===== src/rtl/regfile_byte_loader.sv =====
// regfile_byte_loader: byte-stream command front end for a 32x32 register file.
// Write frame: cmd (bit7=1) then four data bytes LSB first -> one rf_we pulse.
// Read frame : cmd (bit7=0) -> register is latched and returned as four bytes,
//              LSB first, over a valid/ready output channel.
// Commands with reserved bits 6:5 set are dropped with a cmd_err pulse.
// A write frame that stalls for TIMEOUT_CYCLES is abandoned with cmd_err.
module regfile_byte_loader #(
  parameter int TIMEOUT_CYCLES = 1000
) (
  input  logic        clk,
  input  logic        rst_n,
  input  logic [7:0]  in_data,
  input  logic        in_valid,
  output logic        in_ready,
  output logic        rf_we,
  output logic [4:0]  rf_waddr,
  output logic [31:0] rf_wdata,
  output logic [4:0]  rf_raddr,
  input  logic [31:0] rf_rdata,
  output logic [7:0]  out_data,
  output logic        out_valid,
  input  logic        out_ready,
  output logic        busy,
  output logic        cmd_err
);

  // Gap counter only needs to reach TIMEOUT_CYCLES-1; the timeout fires on
  // the idle cycle that would make it TIMEOUT_CYCLES.
  localparam int GW = (TIMEOUT_CYCLES < 2) ? 1 : $clog2(TIMEOUT_CYCLES);
  localparam logic [GW-1:0] GAP_LAST = GW'(TIMEOUT_CYCLES - 1);

  typedef enum logic [3:0] {
    S_IDLE,
    S_W0,
    S_W1,
    S_W2,
    S_W3,
    S_WRITE,
    S_RD_LATCH,
    S_TX0,
    S_TX1,
    S_TX2,
    S_TX3
  } state_t;

  state_t           r_state;
  logic             r_we;
  logic [4:0]       r_waddr;
  logic [31:0]      r_wdata;
  logic [4:0]       r_raddr;
  logic [31:0]      r_resp;
  logic [7:0]       r_odata;
  logic             r_ovalid;
  logic             r_err;
  logic [GW-1:0]    r_gap;

  logic             w_in_ready;
  logic             w_in_fire;
  logic             w_out_fire;
  logic             w_rsvd;
  logic             w_wstate;
  logic [1:0]       w_widx;
  state_t           w_wnext;
  logic [7:0]       w_txnext;
  state_t           w_txstate;

  // Input is open only while collecting a frame (IDLE or a data-byte state).
  always_comb begin
    w_in_ready = 1'b0;
    w_wstate   = 1'b0;
    case (r_state)
      S_IDLE:                   w_in_ready = 1'b1;
      S_W0, S_W1, S_W2, S_W3: begin
        w_in_ready = 1'b1;
        w_wstate   = 1'b1;
      end
      default: ;
    endcase
  end

  assign w_in_fire  = in_valid && w_in_ready;
  assign w_out_fire = r_ovalid && out_ready;
  assign w_rsvd     = |in_data[6:5];

  // Data-byte slot and successor for the write states.
  always_comb begin
    w_widx  = 2'd0;
    w_wnext = S_W1;
    case (r_state)
      S_W1:    begin w_widx = 2'd1; w_wnext = S_W2;    end
      S_W2:    begin w_widx = 2'd2; w_wnext = S_W3;    end
      S_W3:    begin w_widx = 2'd3; w_wnext = S_WRITE; end
      default: begin w_widx = 2'd0; w_wnext = S_W1;    end
    endcase
  end

  // Next response byte and successor for TX0..TX2 (TX3 exits to IDLE).
  always_comb begin
    w_txnext  = r_resp[15:8];
    w_txstate = S_TX1;
    case (r_state)
      S_TX1:   begin w_txnext = r_resp[23:16]; w_txstate = S_TX2; end
      S_TX2:   begin w_txnext = r_resp[31:24]; w_txstate = S_TX3; end
      default: begin w_txnext = r_resp[15:8];  w_txstate = S_TX1; end
    endcase
  end

  // Main FSM; every output is a register or a decode of r_state.
  always_ff @(posedge clk or negedge rst_n) begin
    if (!rst_n) begin
      r_state  <= S_IDLE;
      r_we     <= 1'b0;
      r_waddr  <= '0;
      r_wdata  <= '0;
      r_raddr  <= '0;
      r_resp   <= '0;
      r_odata  <= '0;
      r_ovalid <= 1'b0;
      r_err    <= 1'b0;
      r_gap    <= '0;
    end else begin
      r_we  <= 1'b0;
      r_err <= 1'b0;
      case (r_state)
        S_IDLE: begin
          r_gap <= '0;
          if (w_in_fire) begin
            if (w_rsvd) begin
              r_err <= 1'b1;
            end else if (in_data[7]) begin
              r_waddr <= in_data[4:0];
              r_state <= S_W0;
            end else begin
              r_raddr <= in_data[4:0];
              r_state <= S_RD_LATCH;
            end
          end
        end
        S_W0, S_W1, S_W2, S_W3: begin
          if (w_in_fire) begin
            r_gap                  <= '0;
            r_wdata[8*w_widx +: 8] <= in_data;
            r_state                <= w_wnext;
            if (r_state == S_W3) r_we <= 1'b1;
          end else if (r_gap == GAP_LAST) begin
            r_gap   <= '0;
            r_err   <= 1'b1;
            r_state <= S_IDLE;
          end else begin
            r_gap <= r_gap + 1'b1;
          end
        end
        S_WRITE: begin
          r_state <= S_IDLE;
        end
        S_RD_LATCH: begin
          r_resp   <= rf_rdata;
          r_odata  <= rf_rdata[7:0];
          r_ovalid <= 1'b1;
          r_state  <= S_TX0;
        end
        S_TX0, S_TX1, S_TX2: begin
          if (w_out_fire) begin
            r_odata <= w_txnext;
            r_state <= w_txstate;
          end
        end
        S_TX3: begin
          if (w_out_fire) begin
            r_ovalid <= 1'b0;
            r_state  <= S_IDLE;
          end
        end
        default: r_state <= S_IDLE;
      endcase
    end
  end

  assign in_ready  = w_in_ready;
  assign busy      = (r_state != S_IDLE);
  assign rf_we     = r_we;
  assign rf_waddr  = r_waddr;
  assign rf_wdata  = r_wdata;
  assign rf_raddr  = r_raddr;
  assign out_data  = r_odata;
  assign out_valid = r_ovalid;
  assign cmd_err   = r_err;

  // w_wstate is kept as a readable decode of the write phase.
  logic w_unused;
  assign w_unused = w_wstate;

endmodule


===== config.mk =====
export PLATFORM = sky130hd
export DESIGN_NAME = regfile_byte_loader
export DESIGN_NICKNAME = d
export VERILOG_FILES = /design/src/rtl/regfile_byte_loader.sv
export SDC_FILE = /design/constraint.sdc
export NUM_CORES = 1
export LEC_CHECK = 0
export BUFFER_PORTS_ARGS = -buffer_cell sky130_fd_sc_hd__buf_2
export CAP_MARGIN = 0
export CORE_UTILIZATION = 45
export CTS_CLUSTER_DIAMETER = 100
export DETAILED_ROUTE_END_ITERATION = 16
export GPL_TIMING_DRIVEN = 0
export MAX_ROUTING_LAYER = met4
export PLACE_DENSITY = 0.68
export SETUP_SLACK_MARGIN = 0.4
export SYNTH_ARGS = -nofsm -noshare
export SYNTH_HDL_FRONTEND = slang
export SYNTH_SLANG_ARGS = --single-unit

===== constraint.sdc =====
create_clock -name clk -period 3.13 [get_ports clk]
set_clock_uncertainty 0.2 [all_clocks]
set_input_delay 0.4695 -clock clk [delete_from_list [all_inputs] [get_ports clk]]
set_output_delay 0.4695 -clock clk [all_outputs]
set_load 0.01 [all_outputs]

==> results of run 1 <==
## cell families (layout without fill, tap and decap cells)
kind of cell | count (synthesis) | count (layout)
fa+ha+maj | 6 | 6
compound gates | 77 | 77
mux | 48 | 48
buf+inv | 22 | 141
simple gates | 156 | 156
xor+xnor | 1 | 1
flops | 91 | 91
## how the worst min path moves through the flow
stage                 start  slack [ps]  depth (start not counted)           end
6_report       rf_rdata[16]         130                          2    r_resp[16]
5_1_grt         rf_rdata[8]         120                          2     r_resp[8]
4_1_cts        rf_rdata[16]         120                          2    r_resp[16]
3_5_place_dp   rf_wdata[10]         270                          2  rf_wdata[10]
3_3_place_gp   rf_wdata[18]         260                          2  rf_wdata[18]
2_1_floorplan         rst_n         -30                          0       cmd_err
## through the flow
stage / area (um2) / worst slack [ps] / hold slack, ps
floorplan: 4310 / 826 / -26.1
global placement: 4960 / 568 / 256
detailed placement: 4990 / 470 / 266
CTS: 5190 / 458 / 122
global route: 5220 / 393 / 121
finish: 5220 / 607 / 132
## cells in the final DEF, fill, tap and decap left out, drive strengths merged, types with 2 or more instances in the layout
master / Yosys / layout
mux2: 45 / 45
nor2: 16 / 16
or3: 2 / 2
and3: 6 / 6
a211o: 2 / 2
clkbuf: 4 / 14
a2bb2oi: 8 / 8
inv: 6 / 11
a31oi: 3 / 3
nor2b: 9 / 9
nand3: 8 / 8
mux2i: 3 / 3
o21ai: 43 / 43
nand2: 94 / 94
o22ai: 8 / 8
ha: 6 / 6
a22oi: 2 / 2
nor4: 3 / 3
buf: 12 / 114
nor3: 8 / 8
a21oi: 5 / 5
dfrtp: 91 / 91
a22o: 2 / 2
## state kept, by name (all words and copies together) (netlist names)
register,cells
rf_we,1
out_data,8
r_gap,10
rf_raddr,5
out_valid,1
r_state,4
cmd_err,1
r_resp,24
rf_wdata,32
rf_waddr,5
## cell usage after synthesis, drive strengths merged, types with 3 or more instances
library cell / instances / share of area, %
nand2: 94 / 8.5
dfrtp: 91 / 53
mux2: 45 / 12
o21ai: 43 / 5.2
nor2: 16 / 1.6
buf: 12 / 1.9
nor2b: 9 / 1.3
a2bb2oi: 8 / 1.6
nand3: 8 / 1.2
nor3: 8 / 1.4
o22ai: 8 / 1.2
and3: 6 / 0.87
ha: 6 / 1.7
inv: 6 / 0.52
a21oi: 5 / 0.58
clkbuf: 4 / 0.35
a31oi: 3 / 0.78
mux2i: 3 / 0.70
nor4: 3 / 1.3
## critical path, stage by stage (launching register included)
cell and delay [ps]:
dfrtp_1 360, buf_2 170, buf_6 150, and3b_1 180, o21ai_2 240, inv_2 90, ha_1 440, nand3_1 170
nor2_4 210, nand2_1 70, o21ai_0 170
## final cells by class
class	count	area [um2]
clock buffer	10	138
sequential	91	2280
timing repair buffer	103	556
inverter	6	22.5
clock inverter	6	53.8
tap	129	161
fill	843	4020
multi-input combinational	288	1920
buffer	16	95.1
## routing by layer
layer,up-vias,part of all wire [%]
met5,-,0
met2,107,48
li1,1630,-
met3,15,5.4
met1,1630,45
met4,0,1.8
## power by group through the flow
stage	sequential (mW)	clock, mW	combinational (mW)
floorplan	1.89	0	1.37
global placement	1.81	0	1.99
detailed placement	1.83	0	2.05
CTS	1.81	0.804	2.05
global route	1.86	0.849	2.29
finish	1.80	0.780	2.07
## timing repair
action                                 in CTS  in global routing
endpoints found under the hold margin      44                  0
buffers inserted                            0                  4
hold buffers                                1                  0
resized for setup                           0                  1
setup endpoints to repair                   0                 32
==> out/results.ini, run 1 <==
[outcome]
outcome = finished, final reports clean

[placement]
gp_congestion = 0.908
dp_hpwl_um = 7240
placed_cells = 628
io_buffers = 97

[timing]
hold_viol = 0
maxClockFrequency_mhz = 396
report.final.slew_viol_count = 0
worst_pin_slew_ps = 601
relSlewSlack_pct = 60.0
rsz0062_at_grt = no
setup_viol = 0
min_period_ps = 2520
min_period_over_period_pct = 80.6
setup_tns_ps = 0

[power_and_ir_drop]
powerDensity_nw_per_um2 = 891
power_mw = 4.65
p_int_mw = 2.82
power_frac_clock_pct = 16.8
p_leak_nw = 2.48
peakVddDrop_v = 0.000379
comb_power_share_pct = 44.4
p_sw_mw = 1.83
netSwitchingFraction_pct = 39.3
pwr-share-seq_pct = 38.8

[floorplanning]
die_w_um = 99.9
die_area_um2 = 9970
start_util_pct = 46.6
rows = 35
dieHeight_um = 99.9
ios = 99
core_um2 = 9240

[global_route]
grt_max_degree = 48
use_met3_pct = 3.41
grt_first_pass_wirelength_um = 15900
top_usage_layer = met2
grt.overflow.total = 0
grt_usage_pct = 21.0
antenna_found_initial = 0
met2_usage_pct = 34.0
grt_use_met1_pct = 26.6
grt_pass1_vias = 3263

[synthesis]
synth_ff_type = dfrtp_1
synth_async_sr_flop_share_pct = 100
synthXorXnorAreaFrac_pct = 0.203
synth.area.mux_share_pct = 12.5
synth_compound_area_share_pct = 11.2
synth_nets = 451
synth_edf_count = 0
seq_area_frac_synth_pct = 52.8
synthSimpleGateAreaFrac_pct = 18.7
synth_adder_area_share_pct = 1.74
synth-seq-cells = 91
synth_cells = 401
syn_area_per_cell_um2 = 10.7
syn_area_um2 = 4310
synth.distinct_cells = 53
synth_top_family_by_area = simple AND/OR/NAND/NOR gates
yosys_warnings = 0

[cts]
cts.htree.levels = 3
clock-sinks = 91
cts_tree = yes
cts_root_buf = clkbuf_8
cts.reportedPaths.clkPinSlew_ps = 100
insertion_delay_ps = 360
numCtsBuffers = 9
clk_path_buf_depth = 2

[worst_setup_path]
reg2regPathDepth = 10
crit_arrival_ps = 2600
rr_endpoint = rf_wdata[4]
cp.required_ps = 3210
end_kind = register
r2r_start = r_state[1]
crit_path_start_kind = register
critPathLaunch = r_state[1]
worst-path-max-fanout = 10
regToRegSetupSlack_ps = 610
path_class = register to register
critPathCapture = rf_wdata[4]

[route]
final_antenna_net_count = 0
drt_iter0_drc = 141
firstDrtPassIters = 5
wirelength_um = 9760
vias = 3382
drcViolationCount = 0
wl_per_cell_um = 15.0
viasPerCell = 5.21

[finish]
area_delta_synth_final_pct = 21.2
drive_above_1_share_pct = 38.1
final_cells = 649
fin_nets = 565
final_core_util_pct = 56.5
antenna_cells = 0

[hold_path]
min_path_type = input port to register

[job]
maxCapViolations = 0

Note: power is estimated with default switching activity, not from simulation.
==> run 2, diff against run 1 <==
--- a/config.mk
+++ b/config.mk
@@ -5,6 +5,7 @@
 export SDC_FILE = /design/constraint.sdc
 export NUM_CORES = 1
 export LEC_CHECK = 0
+export ABC_AREA = 1
 export BUFFER_PORTS_ARGS = -buffer_cell sky130_fd_sc_hd__buf_2
 export CAP_MARGIN = 0
 export CORE_UTILIZATION = 45
==> constraint.sdc (replaced) <==
create_clock -name clk -period 2.6 [get_ports clk]
set_clock_uncertainty 0.2 [all_clocks]
set_input_delay 0.39 -clock clk [delete_from_list [all_inputs] [get_ports clk]]
set_output_delay 0.39 -clock clk [all_outputs]
set_load 0.01 [all_outputs]
==> run 2 against run 1 <==
Against the previous run:
- cell area is 7.7% higher
- global-route usage grew 0.70 points
- final cell count rose by 26%
- maximum frequency up 16%
- largest power group unchanged
==> out/results.ini, run 2 <==
[worst_setup_path]
end_kind = register
cpMaxStageDelayCell = dfrtp_2
crit_arrival_ps = 2260  ; -340 ps
r2r_start = r_state[3]
cpLargestDelayFamily = simple AND/OR/NAND/NOR gates
slowest_delay_ps = 460  ; +20 ps
cp.required_ps = 2690  ; -520 ps
reg2regPathDepth = 12  ; +2
crit_chain = nor2_4 > nand2_4 > nand2_8 > inv_2 > buf_8 > ha_2 > buf_8 > inv_2 > nand2_1 > nor2_1 > nand2_1 > o21ai_2
path_class = register to register
crit_path_start_kind = register
worst-path-max-fanout = 12  ; +2
rr_endpoint = rf_wdata[16]
path_buf_inv = 4  ; +1
regToRegSetupSlack_ps = 430  ; -170 ps

[synthesis]
syn_area_per_cell_um2 = 7.95  ; -26%
yosys_warnings = 0  ; unchanged
synth_top_area_share_pct = 51.1  ; -1.8 points
synth_async_sr_flop_share_pct = 100  ; unchanged
synth_nets = 611  ; +35%
seq_area_frac_synth_pct = 51.1  ; -1.8 points
synth_cells = 561  ; +40%
synth_top_area_cell = dfrtp_1
yosys.cell_count.top_type = nand2_1
synth_edf_count = 0  ; unchanged
yosys-top-cells-area = dfrtp_1 51%, nand2_1 20%, nor2_1 4.0%, nand3_1 3.9%, o21ai_0 3.4%
synth-seq-cells = 91  ; unchanged
synth.distinct_cells = 31  ; -42%
syn_area_um2 = 4460  ; +3.5%
synthTopCellsByCount = 235 x nand2_1, 91 x dfrtp_1, 48 x nor2_1
synth_ff_type = dfrtp_1

[floorplanning]
core_um2 = 9420  ; +1.9%
ios = 99  ; unchanged
start_util_pct = 47.4  ; +0.73 points
die_w_um = 102  ; +1.7%
die_area_um2 = 10300  ; +3.4%
rows = 35  ; unchanged
dieHeight_um = 102  ; +1.7%

[finish]
final_cells = 819  ; +26%
fin_nets = 735  ; +30%
most-common-layout-cells = 231 x nand2_1, 100 x buf_2, 87 x dfrtp_1
area_delta_synth_final_pct = 26.2
largest_register_ff_count = 32  ; unchanged
drive_above_1_share_pct = 29.4  ; -8.7 points
stdcell_area_um2 = 5630  ; +7.7%
final_common_cell = nand2_1
antenna_cells = 0  ; unchanged

[global_route]
use_met3_pct = 3.04  ; -0.38 points
grt_first_pass_wirelength_um = 16900  ; +6.8%
top_usage_layer = met2
grt_pass1_vias = 3659  ; +12%
met2_usage_pct = 34.3  ; +0.35 points
grt_use_met1_pct = 28.8  ; +2.2 points
grt_usage_pct = 21.7  ; +0.70 points
grt_max_degree = 48  ; unchanged
antenna_found_initial = 0  ; unchanged
grt.overflow.total = 0  ; unchanged

[timing]
setup_viol = 0  ; unchanged
report.final.slew_viol_count = 0  ; unchanged
hold_viol = 0  ; unchanged
worst_pin_slew_ps = 596  ; -4.57 ps
maxClockFrequency_mhz = 462  ; +16%
min_period_over_period_pct = 83.3  ; +2.7 points
relSlewSlack_pct = 60.3  ; +0.30 points
setup_tns_ps = 0  ; unchanged
rsz0062_at_grt = yes
setup_ws_ps = 435  ; -173 ps
min_period_ps = 2170  ; -357 ps

[placement]
place_area_um2 = 5170  ; +3.6%
placed_cells = 788  ; +25%
pre_cts_slack_ps = 135  ; -335 ps
dp_hpwl_um = 7620  ; +5.2%
io_buffers = 97  ; unchanged
gp_congestion = 0.877  ; -3.4%

[route]
viasPerCell = 4.86  ; -6.7%
vias = 3980  ; +18%
firstDrtPassIters = 4  ; -1
drcViolationCount = 0  ; unchanged
drt_iter0_drc = 135  ; -4.3%
wirelength_um = 10400  ; +6.9%
final_antenna_net_count = 0  ; unchanged
wl_per_cell_um = 12.7  ; -15%

[cts]
clk_path_buf_depth = 2  ; unchanged
cts_tree = yes
insertion_delay_ps = 360  ; about the same
cts.htree.levels = 3  ; unchanged
cts_root_buf = clkbuf_8
cts.reportedPaths.clkPinSlew_ps = 100  ; about the same
numCtsBuffers = 9  ; unchanged
clock-sinks = 91  ; unchanged

[power_and_ir_drop]
power_frac_clock_pct = 15.8  ; -1.0 points
pwr-share-seq_pct = 34.6  ; -4.2 points
p_sw_mw = 2.71  ; +48%
p_leak_nw = 3.03  ; +22%
powerDensity_nw_per_um2 = 1100  ; +24%
p_int_mw = 3.51  ; +24%
comb_power_share_pct = 49.6  ; +5.2 points
netSwitchingFraction_pct = 43.6  ; +4.2 points
peakVddDrop_v = 0.000441  ; +17%

[hold_path]
hold_end = r_resp[27]
holdPathStages = 3  ; +1
hp-start = rf_rdata[27]
min_path_type = input port to register

[job]
maxCapViolations = 0  ; unchanged

[outcome]
outcome = finished, final reports clean

run 2: changes by cell type after synthesis, sizes merged, moves of 4 or more:
cell	previous run	this run
nand2	94	244
mux2	45	0
nor2	16	55
inv	6	42
nand3	8	37
nor2b	9	0
a2bb2oi	8	0
and3	6	0
nand4	1	7
o22ai	8	3
o21ai	43	47
run 2: power groups by stage:
stage	combinational (mW)	sequential (mW)	clock (mW)
5_1_grt	3.44	2.21	1.07
2_1_floorplan	1.78	2.22	0
6_report	3.08	2.15	0.982
4_1_cts	2.79	2.14	1.01
3_5_place_dp	2.58	2.17	0
3_3_place_gp	2.53	2.16	0
run 2: worst max path at each step:
stage | from | endpoint | slack [ps] | depth (start not counted)
after floorplan | r_state[1] | rf_wdata[16] | 440 | 12
after global placement | rst_n | r_resp[29] | 130 | 1
after global routing | r_state[2] | rf_wdata[19] | 360 | 12
final | r_state[3] | rf_wdata[16] | 430 | 12
after detailed placement | r_state[1] | rf_wdata[10] | 140 | 12
after CTS | r_state[2] | rf_wdata[30] | 390 | 11
run 2: area by class of cell:
class / instances / area, um2
fillers: 858 / 3790
flip-flops and latches: 91 / 2280
multi-input cells: 414 / 2060
repair buffers: 113 / 633
well taps: 129 / 161
inverters: 42 / 160
clock buffers: 10 / 128
plain buffers: 14 / 125
clock inverters: 6 / 71.3
run 2: metal layers:
layer | vias up | share of wire [%]
li1 | 2012 | -
met1 | 1857 | 46
met2 | 96 | 48
met3 | 15 | 3.8
met4 | 0 | 1.6
met5 | - | 0
run 2: logic make-up (layout without fill, tap and decap cells):
group           count (synthesis)  count (layout)  share of synthesized area [%]
xor+xnor                        2               2                          0.393
compound gates                 57              57                           7.83
flops                          91              91                           51.1
buf+inv                        56             185                           5.75
simple gates                  349             349                           33.3
fa+ha+maj                       6               6                           1.68
run 2: stage by stage:
stage                     util (%)  hold slack [ps]  power (mW)
final                         59.7             15.9        6.21
after global routing          59.7             7.02        6.71
after CTS                     58.3            0.556        5.94
after detailed placement      54.9              239        4.75
after global placement        54.6              257        4.69
after floorplan                  -             -106        4.00
run 2: worst reg2reg max path, stage by stage (launching register included):
cell	delay, ps
dfrtp_2	460
nor2_4	150
nand2_4	90
nand2_8	100
inv_2	70
buf_8	150
ha_2	200
buf_8	140
inv_2	70
nand2_1	90
nor2_1	130
nand2_1	100
o21ai_2	130
run 2: what timing repair did:
item	4_1_cts	5_1_grt
pin swaps	8	13
endpoints found under the hold margin	45	0
hold buffers	2	0
setup buffers	5	8
setup endpoints to repair	33	33
resized for setup	20	22
==> run 3, diff against run 2 <==
--- a/config.mk
+++ b/config.mk
@@ -5,7 +5,7 @@
 export SDC_FILE = /design/constraint.sdc
 export NUM_CORES = 1
 export LEC_CHECK = 0
-export ABC_AREA = 1
+export ABC_AREA = 0
 export BUFFER_PORTS_ARGS = -buffer_cell sky130_fd_sc_hd__buf_2
 export CAP_MARGIN = 0
 export CORE_UTILIZATION = 45
==> constraint.sdc (replaced) <==
create_clock -name clk -period 2.3 [get_ports clk]
set_clock_uncertainty 0.2 [all_clocks]
set_input_delay 0.345 -clock clk [delete_from_list [all_inputs] [get_ports clk]]
set_output_delay 0.345 -clock clk [all_outputs]
set_load 0.01 [all_outputs]
==> run 3 against run 2 <==
Against the previous run:
- die area decreased by 3.3%
- clock power increased by 14%
- global-route usage increased by 1.1 points
- maximum frequency decreased by 2.9%
- critical endpoint is now rf_wdata[31]
- largest cell class unchanged
==> out/results.ini, run 3 (synthesis gave the netlist of run 1 again) <==
[cts]
insertion_delay_ps = 360  ; about the same
clock-sinks = 91  ; unchanged
numCtsBuffers = 9  ; unchanged
cts_tree = yes
clk_path_buf_depth = 2  ; unchanged
cts.htree.levels = 3  ; unchanged
cts.reportedPaths.clkPinSlew_ps = 100  ; about the same
cts_root_buf = clkbuf_8

[power_and_ir_drop]
comb_power_share_pct = 50.8  ; +1.2 points
netSwitchingFraction_pct = 38.6  ; -5.0 points
power_frac_clock_pct = 15.4  ; -0.4 points
pwr-share-seq_pct = 33.8  ; -0.8 points
powerDensity_nw_per_um2 = 1240  ; +13%
p_int_mw = 4.45  ; +27%
p_leak_nw = 2.74  ; -9.7%
peakVddDrop_v = 0.000551  ; +25%
p_sw_mw = 2.80  ; +3.3%

[floorplanning]
start_util_pct = 46.6  ; -0.73 points
rows = 35  ; unchanged
die_area_um2 = 9970  ; -3.3%
dieHeight_um = 99.9  ; -1.7%
ios = 99  ; unchanged
core_um2 = 9240  ; -1.9%
die_w_um = 99.9  ; -1.7%

[finish]
stdcell_area_um2 = 5830  ; +3.6%
most-common-layout-cells = 100 x buf_2, 88 x dfrtp_1, 81 x nand2_1
final_cells = 683  ; -17%
drive_above_1_share_pct = 46.2  ; +17 points
area_delta_synth_final_pct = 35.3
largest_register_ff_count = 32  ; unchanged
final_core_util_pct = 63.1  ; +3.4 points
final_common_cell = buf_2
antenna_cells = 0  ; unchanged
fin_nets = 599  ; -19%

[global_route]
grt_first_pass_wirelength_um = 17000  ; +0.45%
grt_max_degree = 52  ; +8.3%
grt_usage_pct = 22.8  ; +1.1 points
grt_pass1_vias = 3507  ; -4.2%
antenna_found_initial = 0  ; unchanged
grt.overflow.total = 0  ; unchanged

[worst_setup_path]
end_kind = register
path_class = register to register
crit_path_start_kind = register
worst-path-max-fanout = 10  ; -2
cp.required_ps = 2390  ; -300 ps
crit_arrival_ps = 2330  ; +70 ps

[timing]
relSlewSlack_pct = 63.3  ; +3.1 points
report.final.slew_viol_count = 0  ; unchanged
worst_pin_slew_ps = 550  ; -46.3 ps
hold_viol = 0  ; unchanged
min_period_ps = 2230  ; +64.9 ps
min_period_over_period_pct = 97.0  ; +14 points
setup_viol = 0  ; unchanged
rsz0062_at_grt = yes
maxClockFrequency_mhz = 448  ; -2.9%

[placement]
io_buffers = 97  ; unchanged
placed_cells = 628  ; -20%
place_area_um2 = 5010  ; -3.0%
dp_hpwl_um = 7150  ; -6.2%
gp_congestion = 0.810  ; -7.7%

[route]
wirelength_um = 10500  ; +0.96%
vias = 3502  ; -12%
wl_per_cell_um = 15.4  ; +21%
drcViolationCount = 0  ; unchanged
firstDrtPassIters = 4  ; unchanged
viasPerCell = 5.13  ; +5.5%
drt_iter0_drc = 106  ; -21%
final_antenna_net_count = 0  ; unchanged

[outcome]
outcome = finished, final reports clean

[hold_path]
min_path_type = input port to register

[job]
maxCapViolations = 0  ; unchanged

[run 3: power groups by stage]
stage | Combinational, mW | Sequential, mW | Clock [mW]
2_1_floorplan | 1.93 | 2.58 | 0
3_5_place_dp | 2.87 | 2.50 | 0
3_3_place_gp | 2.79 | 2.46 | 0
5_1_grt | 4.01 | 2.52 | 1.20
6_report | 3.68 | 2.45 | 1.12
4_1_cts | 3.44 | 2.46 | 1.14
[run 3: final cells by class]
class	instances	area, um2
multi-input cells	288	2140
plain buffers	16	131
repair buffers	137	900
clock inverters	6	68.8
clock buffers	10	128
fillers	753	3410
inverters	6	25.0
well taps	129	161
flip-flops and latches	91	2280
[run 3: per-stage QoR]
stage	setup WS (ps)	hold slack, ps	power, mW	setup TNS (ps)
after global routing	-50.8	2.61	7.73	-392
final	69.8	6.98	7.25	0
after global placement	-143	261	5.25	-13890
after detailed placement	-128	171	5.37	-2860
after CTS	13.1	3.52	7.04	0
after floorplan	142	-151	4.51	0
[run 3: per-layer routing]
layer / global-route usage [%] / up-vias / share of wire (%)
li1: - / 1706 / -
met1: 28.7 / 1695 / 44
met2: 37.2 / 89 / 51
met3: 4.25 / 12 / 4.8
met4: 7.58 / 0 / 0.94
met5: - / - / 0
[run 3: final timing paths]
check,start,end,slack [ps],depth (start not counted)
hold reg to reg,rf_wdata[15],rf_wdata[15],280,2
hold / removal,rf_rdata[29],r_resp[29],7,2
max in group asynchronous,rst_n,r_state[0],960,3
setup / recovery,r_state[0],rf_wdata[31],70,9
setup reg to reg,r_state[0],rf_wdata[31],70,9
min in group asynchronous,rst_n,r_gap[7],310,2
[run 3: worst max-delay path, cell delays in order, from the launching register on]
cell     delay, ps
dfrtp_2        410
buf_4          180
and3b_1        210
o21ai_4        180
inv_2           90
ha_4           320
nor4b_4        220
buf_6          160
nand2_1         50
o21ai_1        130
[run 3: repair_timing]
item / in CTS / in global routing
setup endpoints to repair: 78 / 87
pin swaps: 12 / 24
endpoints found under the hold margin: 48 / 1
hold buffers: 9 / 1
gates resized for setup: 46 / 39
cloned: 1 / 0
buffers inserted: 22 / 6
